$ cat config.mk
export PLATFORM = sky130hd
export DESIGN_NAME = gcd_binary_flat
export DESIGN_NICKNAME = d
export VERILOG_FILES = /design/src/rtl/gcd_binary_pkg.sv /design/src/rtl/gcd_binary_if.sv /design/src/rtl/gcd_binary_step.sv /design/src/rtl/gcd_binary.sv /design/src/flat_wrapper.sv
export SDC_FILE = /design/constraint.sdc
export NUM_CORES = 1
export LEC_CHECK = 0
export CORE_MARGIN = 2
export CORE_UTILIZATION = 40
export DETAILED_ROUTE_END_ITERATION = 7
export SLEW_MARGIN = 15
export SYNTH_ARGS = -nofsm -noshare
export SYNTH_HDL_FRONTEND = slang
export SYNTH_SLANG_ARGS = --single-unit
$ cat constraint.sdc
create_clock -name clk -period 4.21 [get_ports clk]
set_input_delay 0.421 -clock clk [delete_from_list [all_inputs] [get_ports clk]]
set_output_delay 0.421 -clock clk [all_outputs]
set_load 0.01 [all_outputs]
$ cat src/rtl/gcd_binary_pkg.sv
// gcd_binary_pkg: shared FSM encoding and sizing helpers for the binary GCD engine
package gcd_binary_pkg;
   typedef enum logic [1:0] {
      GCD_IDLE   = 2'd0,
      GCD_SHIFT  = 2'd1,
      GCD_REDUCE = 2'd2,
      GCD_DONE   = 2'd3
   } gcd_state_t;
   function automatic int max_steps(input int width);
      return 3 * width + 3;
   endfunction
endpackage

$ cat src/rtl/gcd_binary_if.sv
// gcd_binary_if: operand/result handshake bundle for gcd_binary
interface gcd_binary_if
   import gcd_binary_pkg::*;
#(
   parameter int WIDTH  = 8,
   parameter int STEP_W = $clog2(max_steps(WIDTH))
);
   logic              in_valid;
   logic              in_ready;
   logic              flush;
   logic              out_valid;
   logic              out_ready;
   logic [WIDTH-1:0]  in0;
   logic [WIDTH-1:0]  in1;
   logic [WIDTH-1:0]  out0;
   logic [STEP_W-1:0] out_steps;
   modport master (
      output in_valid, in0, in1, flush, out_ready,
      input  in_ready, out_valid, out0, out_steps
   );
   modport slave (
      input  in_valid, in0, in1, flush, out_ready,
      output in_ready, out_valid, out0, out_steps
   );
endinterface

$ cat src/rtl/gcd_binary_step.sv
// gcd_binary_step: one REDUCE iteration of Stein's algorithm (halve an even side, else halve the difference)
module gcd_binary_step #(
   parameter int WIDTH = 8
) (
   input  logic [WIDTH-1:0] a,
   input  logic [WIDTH-1:0] b,
   output logic [WIDTH-1:0] a_nx,
   output logic [WIDTH-1:0] b_nx,
   output logic             eq
);
   logic a_gt;
   assign eq   = a == b;
   assign a_gt = a > b;
   // larger-minus-smaller keeps the subtraction borrow-free
   assign a_nx = !a[0] ? a >> 1 : !b[0] ? a : a_gt ? (a - b) >> 1 : a;
   assign b_nx = !a[0] ? b : !b[0] ? b >> 1 : a_gt ? b : (b - a) >> 1;
endmodule

$ cat src/rtl/gcd_binary.sv
// gcd_binary: iterative binary GCD with valid/ready handshake, step count and synchronous flush
module gcd_binary
   import gcd_binary_pkg::*;
#(
   parameter int WIDTH  = 8,
   parameter int STEP_W = $clog2(max_steps(WIDTH))
) (
   input logic         clk,
   input logic         nrst,
   gcd_binary_if.slave io
);
   localparam int K_W = $clog2(WIDTH + 1);
   gcd_state_t        state, state_nx;
   logic [WIDTH-1:0]  a, b, a_nx, b_nx, out0;
   logic [K_W-1:0]    k;
   logic [STEP_W-1:0] steps, out_steps;
   logic              eq, accept, both_even, zero_in;
   gcd_binary_step #(.WIDTH(WIDTH)) u_step (
      .a    (a),
      .b    (b),
      .a_nx (a_nx),
      .b_nx (b_nx),
      .eq   (eq)
   );
   assign accept       = state == GCD_IDLE && io.in_valid && !io.flush;
   assign zero_in      = io.in0 == '0 || io.in1 == '0;
   assign both_even    = !a[0] && !b[0];
   assign io.in_ready  = state == GCD_IDLE;
   assign io.out_valid = state == GCD_DONE;
   assign io.out0      = out0;
   assign io.out_steps = out_steps;
   always_ff @(posedge clk or negedge nrst)
      if (!nrst) state <= GCD_IDLE;
      else       state <= state_nx;
   always_comb begin
      state_nx = state;
      if (io.flush) state_nx = GCD_IDLE;
      else
         case (state)
            GCD_IDLE:   if (io.in_valid) state_nx = zero_in ? GCD_DONE : GCD_SHIFT;
            GCD_SHIFT:  if (!both_even) state_nx = GCD_REDUCE;
            GCD_REDUCE: if (eq) state_nx = GCD_DONE;
            GCD_DONE:   if (io.out_ready) state_nx = GCD_IDLE;
            default:    state_nx = GCD_IDLE;
         endcase
   end
   // a zero operand short-circuits: the other operand is the result, no steps spent
   always_ff @(posedge clk or negedge nrst) begin
      if (!nrst) begin
         a         <= '0;
         b         <= '0;
         k         <= '0;
         steps     <= '0;
         out0      <= '0;
         out_steps <= '0;
      end else if (accept) begin
         a     <= io.in0;
         b     <= io.in1;
         k     <= '0;
         steps <= '0;
         if (zero_in) begin
            out0      <= io.in0 | io.in1;
            out_steps <= '0;
         end
      end else if (!io.flush && state == GCD_SHIFT) begin
         steps <= steps + 1'b1;
         if (both_even) begin
            a <= a >> 1;
            b <= b >> 1;
            k <= k + 1'b1;
         end
      end else if (!io.flush && state == GCD_REDUCE) begin
         steps <= steps + 1'b1;
         if (eq) begin
            out0      <= a << k;
            out_steps <= steps + 1'b1;
         end else begin
            a <= a_nx;
            b <= b_nx;
         end
      end
   end
endmodule

$ cat src/flat_wrapper.sv
// flat-port wrapper written by rule: the top's interface ports become plain ports
module gcd_binary_flat import gcd_binary_pkg::*;
#(
   parameter int WIDTH  = 8,
   parameter int STEP_W = $clog2(max_steps(WIDTH))
)
  (clk, nrst, io_in_valid, io_in0, io_in1, io_flush, io_out_ready, io_in_ready, io_out_valid, io_out0, io_out_steps);
  gcd_binary_if #(.WIDTH(WIDTH), .STEP_W(STEP_W)) io_i ();
  input logic clk;
  input logic nrst;
  input wire logic [$bits(io_i.in_valid)-1:0] io_in_valid;
  input wire logic [$bits(io_i.in0)-1:0] io_in0;
  input wire logic [$bits(io_i.in1)-1:0] io_in1;
  input wire logic [$bits(io_i.flush)-1:0] io_flush;
  input wire logic [$bits(io_i.out_ready)-1:0] io_out_ready;
  output wire logic [$bits(io_i.in_ready)-1:0] io_in_ready;
  output wire logic [$bits(io_i.out_valid)-1:0] io_out_valid;
  output wire logic [$bits(io_i.out0)-1:0] io_out0;
  output wire logic [$bits(io_i.out_steps)-1:0] io_out_steps;
  assign io_i.in_valid = io_in_valid;
  assign io_i.in0 = io_in0;
  assign io_i.in1 = io_in1;
  assign io_i.flush = io_flush;
  assign io_i.out_ready = io_out_ready;
  assign io_in_ready = io_i.in_ready;
  assign io_out_valid = io_i.out_valid;
  assign io_out0 = io_i.out0;
  assign io_out_steps = io_i.out_steps;
  gcd_binary #(.WIDTH(WIDTH), .STEP_W(STEP_W)) u_core (.clk(clk), .nrst(nrst), .io(io_i));
endmodule
## Word level (Yosys, flattened, before mapping)

Index checks and enable logic that the tools add are counted.

| word-level totals | value |
|---|---|
| register bits after elaboration | 40 |
| latch bits | 0 |
| bits in writable memories | 0 |
| ROM bits | 0 |
| bits of input ports | 21 |
| output and inout bits | 15 |
| logic and storage cells | 95 |
| memories kept | 0 |

| cells by class | value |
|---|---|
| add/sub/neg operators | 4 |
| multipliers | 0 |
| divide/modulo/power cells | 0 |
| magnitude comparators | 1 |
| eq/ne operators | 15 |
| shifts and indexed selects | 1 |
| multiplexer cells | 39 |
| bitwise logic cells | 1 |
| reductions and logical operators | 25 |

Operators with widths:

| operator | number |
|---|---|
| 8-bit 2-to-1 mux | 21 |
| 5-bit 2-to-1 mux | 8 |
| 8-bit zero test | 2 |
| 8-bit subtractor | 2 |
| 2-bit 2-to-1 mux | 6 |
| 4-bit 2-to-1 mux | 3 |
| 3-bit != test (second input constant) | 4 |
| 4-bit != test (second input constant) | 3 |
| 4-bit AND reduction | 3 |
| 5-bit AND reduction | 2 |
| 8-bit equality test | 1 |
| 8-bit > comparator | 1 |
| 8-bit OR | 1 |
| 2-bit one-hot mux with 4 select lines | 1 |
| 2-bit nonzero test | 4 |
| 8-bit by 4-bit << shifter with 8-bit output | 1 |
| 3-bit nonzero test | 2 |
| 5-bit by 1-bit adder with 5-bit output (second input constant) | 1 |
| 1-bit logical AND | 5 |
| 4-bit by 1-bit adder with 4-bit output (second input constant) | 1 |
| 2-bit equality test (second input constant) | 2 |
| 1-bit zero test | 3 |
| 3-bit by 1-bit != test with 1-bit output (second input constant) | 1 |
| 3-bit by 2-bit != test with 1-bit output (second input constant) | 1 |
| other kinds (7) | 7 |

## Logic depth before layout (Yosys ltp)

Gate-level depths: netlist of run 1.

| depth | value |
|---|---|
| word-level depth | 8 |
| gate-level depth with buffers | 11 |
| mapped depth without buffers | 9 |

## Hierarchy

A second synthesis of run 1 with hierarchy kept.

| unflattened totals | value |
|---|---|
| cells, all modules | 378 |
| area total of the unflattened synthesis | 3440.8 um2 |

By module, submodules not included:

| module | times used | cells an instance | area each (um2) | sequential area each (um2) |
|---|---|---|---|---|
| gcd_binary | 1 | 226 | 2352.3 | 1001.0 |
| gcd_binary_step | 1 | 152 | 1088.5 | 0.0 |

## Least setup slack after synthesis of run 1

No wires, ideal clock.

| timing | value |
|---|---|
| path type | register -> register |
| from | register u_core.a[0] |
| to | register u_core.b[0] |
| library setup time | 0.079 ns |
| data arrival time | 2.637 ns |
| required time | 4.131 ns |
| slack | 1.494 ns |
| stages on the path, launching flop included | 11 |
| buffers on the path | 1 |
| period minus slack after synthesis | 2.716 ns |
| cells stage by stage | dfrtp_1 > inv_1 > ha_1 > fa_1 > nand2b_1 > a2111oi_0 > o21ai_2 > and2_1 > clkbuf_1 > a221oi_1 > a2bb2oi_1 |

| on the way | value |
|---|---|
| longest elaborated chain between the ends | 8 |
| elaborated cells between the ends (all ways) | 16 |
| classes of those cells | 1 x add/sub; 1 x order compare; 3 x eq/ne; 7 x mux; 4 x reduce/logical |

Ends and longest elaborated chain:

| what | RTL line | RTL |
|---|---|---|
| start: declaration | gcd_binary.sv:14 | `logic [WIDTH-1:0] a, b, a_nx, b_nx, out0;` |
| start signal: assignment | gcd_binary.sv:57 | `a <= io.in0;` |
| start signal: assignment | gcd_binary.sv:68 | `a <= a >> 1;` |
| start signal: assignment | gcd_binary.sv:78 | `a <= a_nx;` |
| 8-bit subtractor or 8-bit > comparator (tied branches) | gcd_binary_step.sv:16, gcd_binary_step.sv:13 |  |
| 8-bit 2-to-1 mux (3 in a row) | gcd_binary_step.sv:16 | `assign b_nx = !a[0] ? b : !b[0] ? b >> 1 : a_gt ? b : (b - a) >> 1;` |
| 8-bit 2-to-1 mux | gcd_binary.sv:74 | `if (eq) begin` |
| 8-bit 2-to-1 mux | gcd_binary.sv:72 | `end else if (!io.flush && state == GCD_REDUCE) begin` |
| 8-bit 2-to-1 mux | gcd_binary.sv:65 | `end else if (!io.flush && state == GCD_SHIFT) begin` |
| 8-bit 2-to-1 mux | gcd_binary.sv:56 | `end else if (accept) begin` |
| end signal: assignment | gcd_binary.sv:58 | `b <= io.in1;` |
| end signal: assignment | gcd_binary.sv:69 | `b <= b >> 1;` |
| end signal: assignment | gcd_binary.sv:79 | `b <= b_nx;` |
| end: declaration | gcd_binary.sv:14 |  |

Several ways; a longest one is shown, not always the timed one. The select of a mux whose other input is x is not followed.
A chain may end at the register's enable or synchronous reset.

## Worst setup path after layout of run 1

| timing | value |
|---|---|
| from | register u_core.a[0] |
| to | register u_core.b[6] |

| on the way | value |
|---|---|
| longest elaborated chain between the ends | 8 |
| elaborated cells between the ends (all ways) | 17 |
| classes of those cells | 1 x add/sub; 1 x order compare; 4 x eq/ne; 7 x mux; 4 x reduce/logical |

Ends and longest elaborated chain:

| what | RTL line |
|---|---|
| 8-bit subtractor | gcd_binary_step.sv:16 |
| 8-bit 2-to-1 mux (3 in a row) | gcd_binary_step.sv:16 |
| 8-bit 2-to-1 mux | gcd_binary.sv:74 |
| 8-bit 2-to-1 mux | gcd_binary.sv:72 |
| 8-bit 2-to-1 mux | gcd_binary.sv:65 |
| 8-bit 2-to-1 mux | gcd_binary.sv:56 |

Several ways; a longest one is shown, not always the timed one. The select of a mux whose other input is x is not followed.

==> metrics.md, run 1 <==
| Metric | Value |
|---|---|
| Final HPWL from detailed placement | `6577 µm` |
| Measured slew at the worst slew-check pin | `0.9402 ns` |
| Max Cap Viol | `0` |
| Power density normalized to cell area | `774.4 nW/µm²` |
| Setup repair bufs after CTS | `0` |
| Antenna Nets Post-Route | `0` |
| Clock H-tree levels | `2` |
| Internal Dissipation | `1476 µW` |
| Top_reg_cell synth | `sky130_fd_sc_hd__dfrtp_1` |
| Unrepaired setup endpoints after global routing | `no` |
| Post-Syn Instances | `360` |
| Syn Std Cell Area | `3152 µm²` |
| Yosys cell types | `62` |
| Post-placement setup slack | `1.066 ns` |
| Largest buffer count on any clock path | `2` |
| CP endpoint kind | `flip-flop` |
| Register area | `1001 µm²` |
| Antenna cell count | `0` |
| Total global routing overflow | `0` |
| Top area cells in the synthesized netlist | `sky130_fd_sc_hd__dfrtp_1 (32%), sky130_fd_sc_hd__ha_1 (9.1%), sky130_fd_sc_hd__o21ai_0 (4.1%)` |
| Area share of the leading cell type in the synthesized netlist | `0.3176` |
| Post-layout minimum cycle time | `3.229 ns` |
| Chip Width | `92.77 µm` |
| Vias per cell | `5.711` |
| Share of the clock period used by the worst path | `0.7670` |
| Root Buffer | `sky130_fd_sc_hd__clkbuf_8` |
| Peak supply drop | `520.3 µV` |
| Final count of pins violating max slew | `0` |
| Relative contribution of combinational cells to total power | `0.649` |
| Fill cells | `765` |
| Number of enable flip-flop cells after synthesis | `0` |
| Data arrival time of the critical path | `3.43 ns` |
| Static Leakage | `0.001601 µW` |
| Number of top-level pins | `36` |
| Site row count | `32` |
| Overall routed net length | `8652 µm` |
| Placeable Area | `7687 µm²` |
| Worst-case setup margin in the final layout | `0.9807 ns` |
| Placer congestion estimate | `0.9388` |
| Global-route wire length before repair | `14010 µm` |
| Via count of the first global-routing pass | `2683` |
| Tot GR Track Use | `0.2078` |
| Clock-pin slew on the worst setup and hold paths | `0.09 ns` |
| Detailed-router iteration count before antenna repair | `5` |
| Maximum fanout encountered on the critical timing path | `8` |
| Full die area | `8605 µm²` |
| Critical setup path kind | `reg -> reg` |
| Total of cells resized after clock tree synthesis | `0` |
| Count of unresolved DRC violations after routing | `0` |
| Net switching share of the total power | `0.4813` |
| Layout Area Growth over Synthesis | `16.55%` |
| Latest clock arrival within the worst-skew pair | `0.30 ns` |
| Setup TNS | `0 ns` |
| Number of failing hold endpoints at the final stage | `0` |
| CP required | `4.42 ns` |
| Seq pwr share | `0.232` |
| Status | `finished clean` |
| Via total after detailed routing | `2787` |
| Post-Syn Nets | `406` |
| Proportion of synthesized chip area in sequential cells | `0.3176` |
| Number of CTS-inserted buffers | `5` |
| Die Y | `92.77 µm` |
| Proportion of register bits with asynchronous set or reset after synthesis | `1.000` |
| Count of synthesis-stage warnings from yosys | `0` |
| FMAX | `0.3097 GHz` |
| TritonCTS clock tree | `yes` |
| Commonest cells after routing, fill and taps aside | `sky130_fd_sc_hd__dfrtp_1 (40), sky130_fd_sc_hd__clkdlybuf4s50_1 (34), sky130_fd_sc_hd__nand2_1 (32)` |
| Average wire length per cell after detail routing | `17.73 µm` |
| Share of total power in the clock network | `0.119` |
| Type of the worst min-delay path | `in -> async` |
| Number of buffer cells added on primary ports | `35` |
| Setup violators final | `0` |
| Headroom to the max-slew limit | `0.3732` |
| Effective utilization at floorplan | `0.4100` |
| Area of the multi-input gates | `1948 µm²` |
| Leading cell type in the layout, fill and taps excluded | `sky130_fd_sc_hd__dfrtp_1` |
| Post-synth top area cell | `sky130_fd_sc_hd__dfrtp_1` |
| Net total in the final layout | `431` |
| Number of DRC violations after detailed-routing iteration 0 | `139` |
| Layout cells sized above 1 | `0.06477` |
| Count of clock tree sinks | `40` |
| Synth Register Bits | `40` |
| Number of cell instances on the worst register-to-register path | `10` |
| Maximum number of pins on one net before global-route repair | `41` |
| Clock skew after layout | `0.006322 ns` |
| Type of element launching the critical path | `flip-flop` |
| Hold-fix buffers at CTS | `0` |
| Switch Pwr | `1369 µW` |
| Antenna violations before repair | `0` |
| Mean Syn Cell Area | `8.755 µm²` |
-- path summary, 6_finish.rpt --
kind | slack, ns | startpoint | to
max in group asynchronous | 3.36 | nrst | u_core.b[7]
worst min register to register | 0.49 | u_core.io.out0[4] | u_core.io.out0[4]
worst max-delay path | 0.98 | u_core.a[0] | u_core.b[6]
min in group clk | 0.49 | u_core.io.out0[4] | u_core.io.out0[4]
worst max register to register | 0.98 | u_core.a[0] | u_core.b[6]
worst min-delay path | 0.26 | nrst | u_core.state[1]
-- critical path, stage by stage (launching register included) --
cell,delay (ns)
sky130_fd_sc_hd__dfrtp_1,0.45
sky130_fd_sc_hd__inv_1,0.15
sky130_fd_sc_hd__ha_1,0.24
sky130_fd_sc_hd__fa_1,0.40
sky130_fd_sc_hd__nand2b_1,0.18
sky130_fd_sc_hd__a2111oi_0,0.70
sky130_fd_sc_hd__o21ai_2,0.17
sky130_fd_sc_hd__o21bai_1,0.35
sky130_fd_sc_hd__buf_4,0.24
sky130_fd_sc_hd__a211oi_1,0.06
sky130_fd_sc_hd__a211oi_1,0.20
-- power groups by stage --
stage	Sequential (µW)	Clock [µW]	Combinational, µW
floorplan	617	0	1410
global placement	664	0	1810
detailed placement	668	0	1820
CTS	660	344	1840
global route	680	356	2040
finish	660	337	1850
-- flip-flops by register name (all words and copies together), names as in the netlist --
name,flops
u_core.a,8
u_core.b,8
u_core.io.out0,8
u_core.io.out_steps,5
u_core.k,4
u_core.state,2
u_core.steps,5
-- kinds of logic after synthesis --
family | after synthesis | share of synthesized area
and+or+nand+nor | 99 | 0.1560
adders and majority gates | 25 | 0.1040
muxes | 21 | 0.07940
xor gates and xnor gates | 15 | 0.04168
buffers and inverters | 49 | 0.06510
AOI/OAI and AO/OA | 111 | 0.2362
DFF | 40 | 0.3176
-- through the flow --
| stage | instance area [µm²] | power (µW) | cells | hold slack, ns | util |
|---|---|---|---|---|---|
| 6_report | 3674 | 2845 | 488 | 0.2573 | 0.4779 |
| 5_1_grt | 3674 | 3080 | 488 | 0.3352 | 0.4779 |
| 4_1_cts | 3674 | 2841 | 488 | 0.2961 | 0.4779 |
| 3_5_place_dp | 3557 | 2490 | 480 | 0.4814 | 0.4627 |
| 3_3_place_gp | 3557 | 2477 | 480 | 0.4747 | 0.4627 |
| 2_1_floorplan | 3152 | 2027 | 360 | 0.1254 | - |
-- per-layer routing --
metal	wire, µm	share of wire	GRT usage
met4	150	0.017	0.05515
met3	378	0.044	0.02929
met1	3984	0.46	0.2775
met5	0	0	0
met2	4138	0.48	0.3527
-- synthesized netlist by cell type (6+ instances only) --
cell type / n
sky130_fd_sc_hd__o31ai_1: 7
sky130_fd_sc_hd__clkbuf_1: 11
sky130_fd_sc_hd__nor2_1: 25
sky130_fd_sc_hd__inv_1: 28
sky130_fd_sc_hd__a31oi_1: 6
sky130_fd_sc_hd__ha_1: 23
sky130_fd_sc_hd__a221oi_1: 7
sky130_fd_sc_hd__dfrtp_1: 40
sky130_fd_sc_hd__xor2_1: 8
sky130_fd_sc_hd__xnor2_1: 7
sky130_fd_sc_hd__o21ai_0: 26
sky130_fd_sc_hd__mux2i_1: 10
sky130_fd_sc_hd__a21oi_1: 17
sky130_fd_sc_hd__o21ai_1: 8
sky130_fd_sc_hd__nand2_1: 32
-- final cells by class --
type                       count  area share
multi-input combinational    271      0.5303
sequential                    40      0.2725
timing repair buffer          39      0.1022
tap                          102     0.03474
inverter                      28     0.02861
clock buffer                   5     0.01873
clock inverter                 3     0.01294
Note: power is estimated with default switching activity, not from simulation.
==> run 2: changes to the inputs <==
==> constraint.sdc (replaced) <==
create_clock -name clk -period 3.25 [get_ports clk]
set_input_delay 0.325 -clock clk [delete_from_list [all_inputs] [get_ports clk]]
set_output_delay 0.325 -clock clk [all_outputs]
set_load 0.01 [all_outputs]
==> run 2 against run 1 <==
  * Wire length fell by 0.20%
  * Core utilization increased by 0.50 points
  * Fmax grew 10%
  * Critical path depth fell by 4
  * Largest cell class unchanged
  * Sequential power is 27% higher
  * Sequential cell count stayed put
  * Critical path type unchanged
  * Power up 30%
  * Highest routed layer unchanged
  * Clock power increased by 3%
==> metrics.md, run 2 (synthesized netlist as in run 1, its figures left out) <==
| Metric | Value |
|---|---|
| Status | `finished clean` |
| Tot GR Track Use | `0.2128` |
| Chip Width | `92.77 µm` |
| Maximum number of pins on one net before global-route repair | `41` |
| Unrepaired setup endpoints after global routing | `no` |
| Number of DRC violations after detailed-routing iteration 0 | `174` |
| Average wire length per cell after detail routing | `17.37 µm` |
| Type of element launching the critical path | `flip-flop` |
| Dominant delay contributor by cell family on the critical path | `simple AND/OR/NAND/NOR gates` |
| Final HPWL from detailed placement | `6487 µm` |
| Number of CTS-inserted buffers | `5` |
| Critical setup path kind | `reg -> reg` |
| Data arrival time of the critical path | `3.10 ns` |
| Worst path bufs/invs | `0` |
| Maximum fanout encountered on the critical timing path | `14` |
| Commonest cells after routing, fill and taps aside | `sky130_fd_sc_hd__dfrtp_1 (40), sky130_fd_sc_hd__clkdlybuf4s50_1 (34), sky130_fd_sc_hd__nand2_1 (32)` |
| Placer congestion estimate | `0.9098` |
| Full die area | `8605 µm²` |
| Clock skew after layout | `0.01450 ns` |
| Layout cells sized above 1 | `0.08608` |
| Setup TNS | `0 ns` |
| Max Cap Viol | `0` |
| Effective utilization at floorplan | `0.4100` |
| Latest clock arrival within the worst-skew pair | `0.31 ns` |
| Antenna Nets Post-Route | `0` |
| Global-route wire length before repair | `14410 µm` |
| Measured slew at the worst slew-check pin | `0.9260 ns` |
| Reg2Reg Setup Slack | `0.33 ns` |
| Registers with the highest flip-flop counts | `u_core.a (8), u_core.b (8), u_core.io.out0 (8)` |
| Via total after detailed routing | `2851` |
| Critical Path, Cell by Cell | `ha_1 > nand4_1 > or4b_1 > nor4_4 > nor2_2 > mux2_1` |
| Antenna cell count | `0` |
| Power density normalized to cell area | `993.5 nW/µm²` |
| Final count of pins violating max slew | `0` |
| Fill cells | `779` |
| Layout Area Growth over Synthesis | `17.78%` |
| Placeable Area | `7687 µm²` |
| Peak supply drop | `533.4 µV` |
| Overall routed net length | `8635 µm` |
| Number of buffer cells added on primary ports | `35` |
| TritonCTS clock tree | `yes` |
| Headroom to the max-slew limit | `0.3827` |
| Count of unresolved DRC violations after routing | `0` |
| Type of the worst min-delay path | `in -> async` |
| Vias per cell | `5.736` |
| Total of cells resized after clock tree synthesis | `0` |
| Via count of the first global-routing pass | `2753` |
| Total global routing overflow | `0` |
| Post-layout minimum cycle time | `2.924 ns` |
| Share of the clock period used by the worst path | `0.8998` |
| Number of failing hold endpoints at the final stage | `0` |
| CP endpoint kind | `flip-flop` |
| CP required | `3.43 ns` |
| Net total in the final layout | `440` |
| Detailed-router iteration count before antenna repair | `5` |
| Hold-fix buffers at CTS | `0` |
| Site row count | `32` |
| Number of top-level pins | `36` |
| Leading cell type in the layout, fill and taps excluded | `sky130_fd_sc_hd__dfrtp_1` |
| Die Y | `92.77 µm` |
| FMAX | `0.3419 GHz` |
| Worst-path cell with the longest stage delay | `sky130_fd_sc_hd__or4b_1` |
| Setup violators final | `0` |
| Root Buffer | `sky130_fd_sc_hd__clkbuf_8` |
| Clock H-tree levels | `2` |
| Antenna violations before repair | `0` |
| Post-Route Hold Slack | `0.1449 ns` |
| Clock-pin slew on the worst setup and hold paths | `0.10 ns` |
| Setup repair bufs after CTS | `0` |
| Delay of the slowest critical-path stage | `0.72 ns` |
| Static Leakage | `0.001636 µW` |
| Largest buffer count on any clock path | `2` |
| Count of clock tree sinks | `40` |
run 2: metal layers:
metal,global-route usage,routed length [µm]
met2,0.3490,4045
met5,0,0
met4,0.05882,125
met1,0.2933,4048
met3,0.03011,416
run 2: final cells by class:
| class | instances | area (µm²) | area share |
|---|---|---|---|
| multi-input cells | 271 | 1948 | 0.5248 |
| flip-flops and latches | 40 | 1001 | 0.2696 |
| repair buffers | 48 | 442.9 | 0.1193 |
| well taps | 102 | 127.6 | 0.03438 |
| inverters | 28 | 105.1 | 0.02831 |
| clock buffers | 5 | 68.82 | 0.01854 |
| clock inverters | 3 | 18.77 | 0.005056 |
run 2: final timing paths:
check                                   from           endpoint  cells after the start
setup / recovery                 u_core.a[3]  u_core.io.out0[1]                      6
hold / removal                          nrst        u_core.b[0]                      1
setup reg to reg                 u_core.a[3]  u_core.io.out0[1]                      6
hold reg to reg            u_core.io.out0[4]  u_core.io.out0[4]                      1
max in group asynchronous               nrst        u_core.a[6]                      1
min in group clk           u_core.io.out0[4]  u_core.io.out0[4]                      1
run 2: where the power goes:
group | total [µW] | switching [µW] | internal (µW)
registers | 841 | 184 | 657
clock network | 348 | 198 | 150
logic | 2500 | 1410 | 1090
run 2: per-stage QoR:
step	area, µm²	setup WS, ns	util	total power (µW)	instances
final	3712	0.3255	0.4829	3688	497
after global routing	3712	0.1024	0.4829	4017	497
after CTS	3712	0.3056	0.4829	3682	497
after detailed placement	3625	0.3209	0.4715	3304	489
after global placement	3625	0.4600	0.4715	3288	489
after floorplan	3152	0.5340	-	2626	360
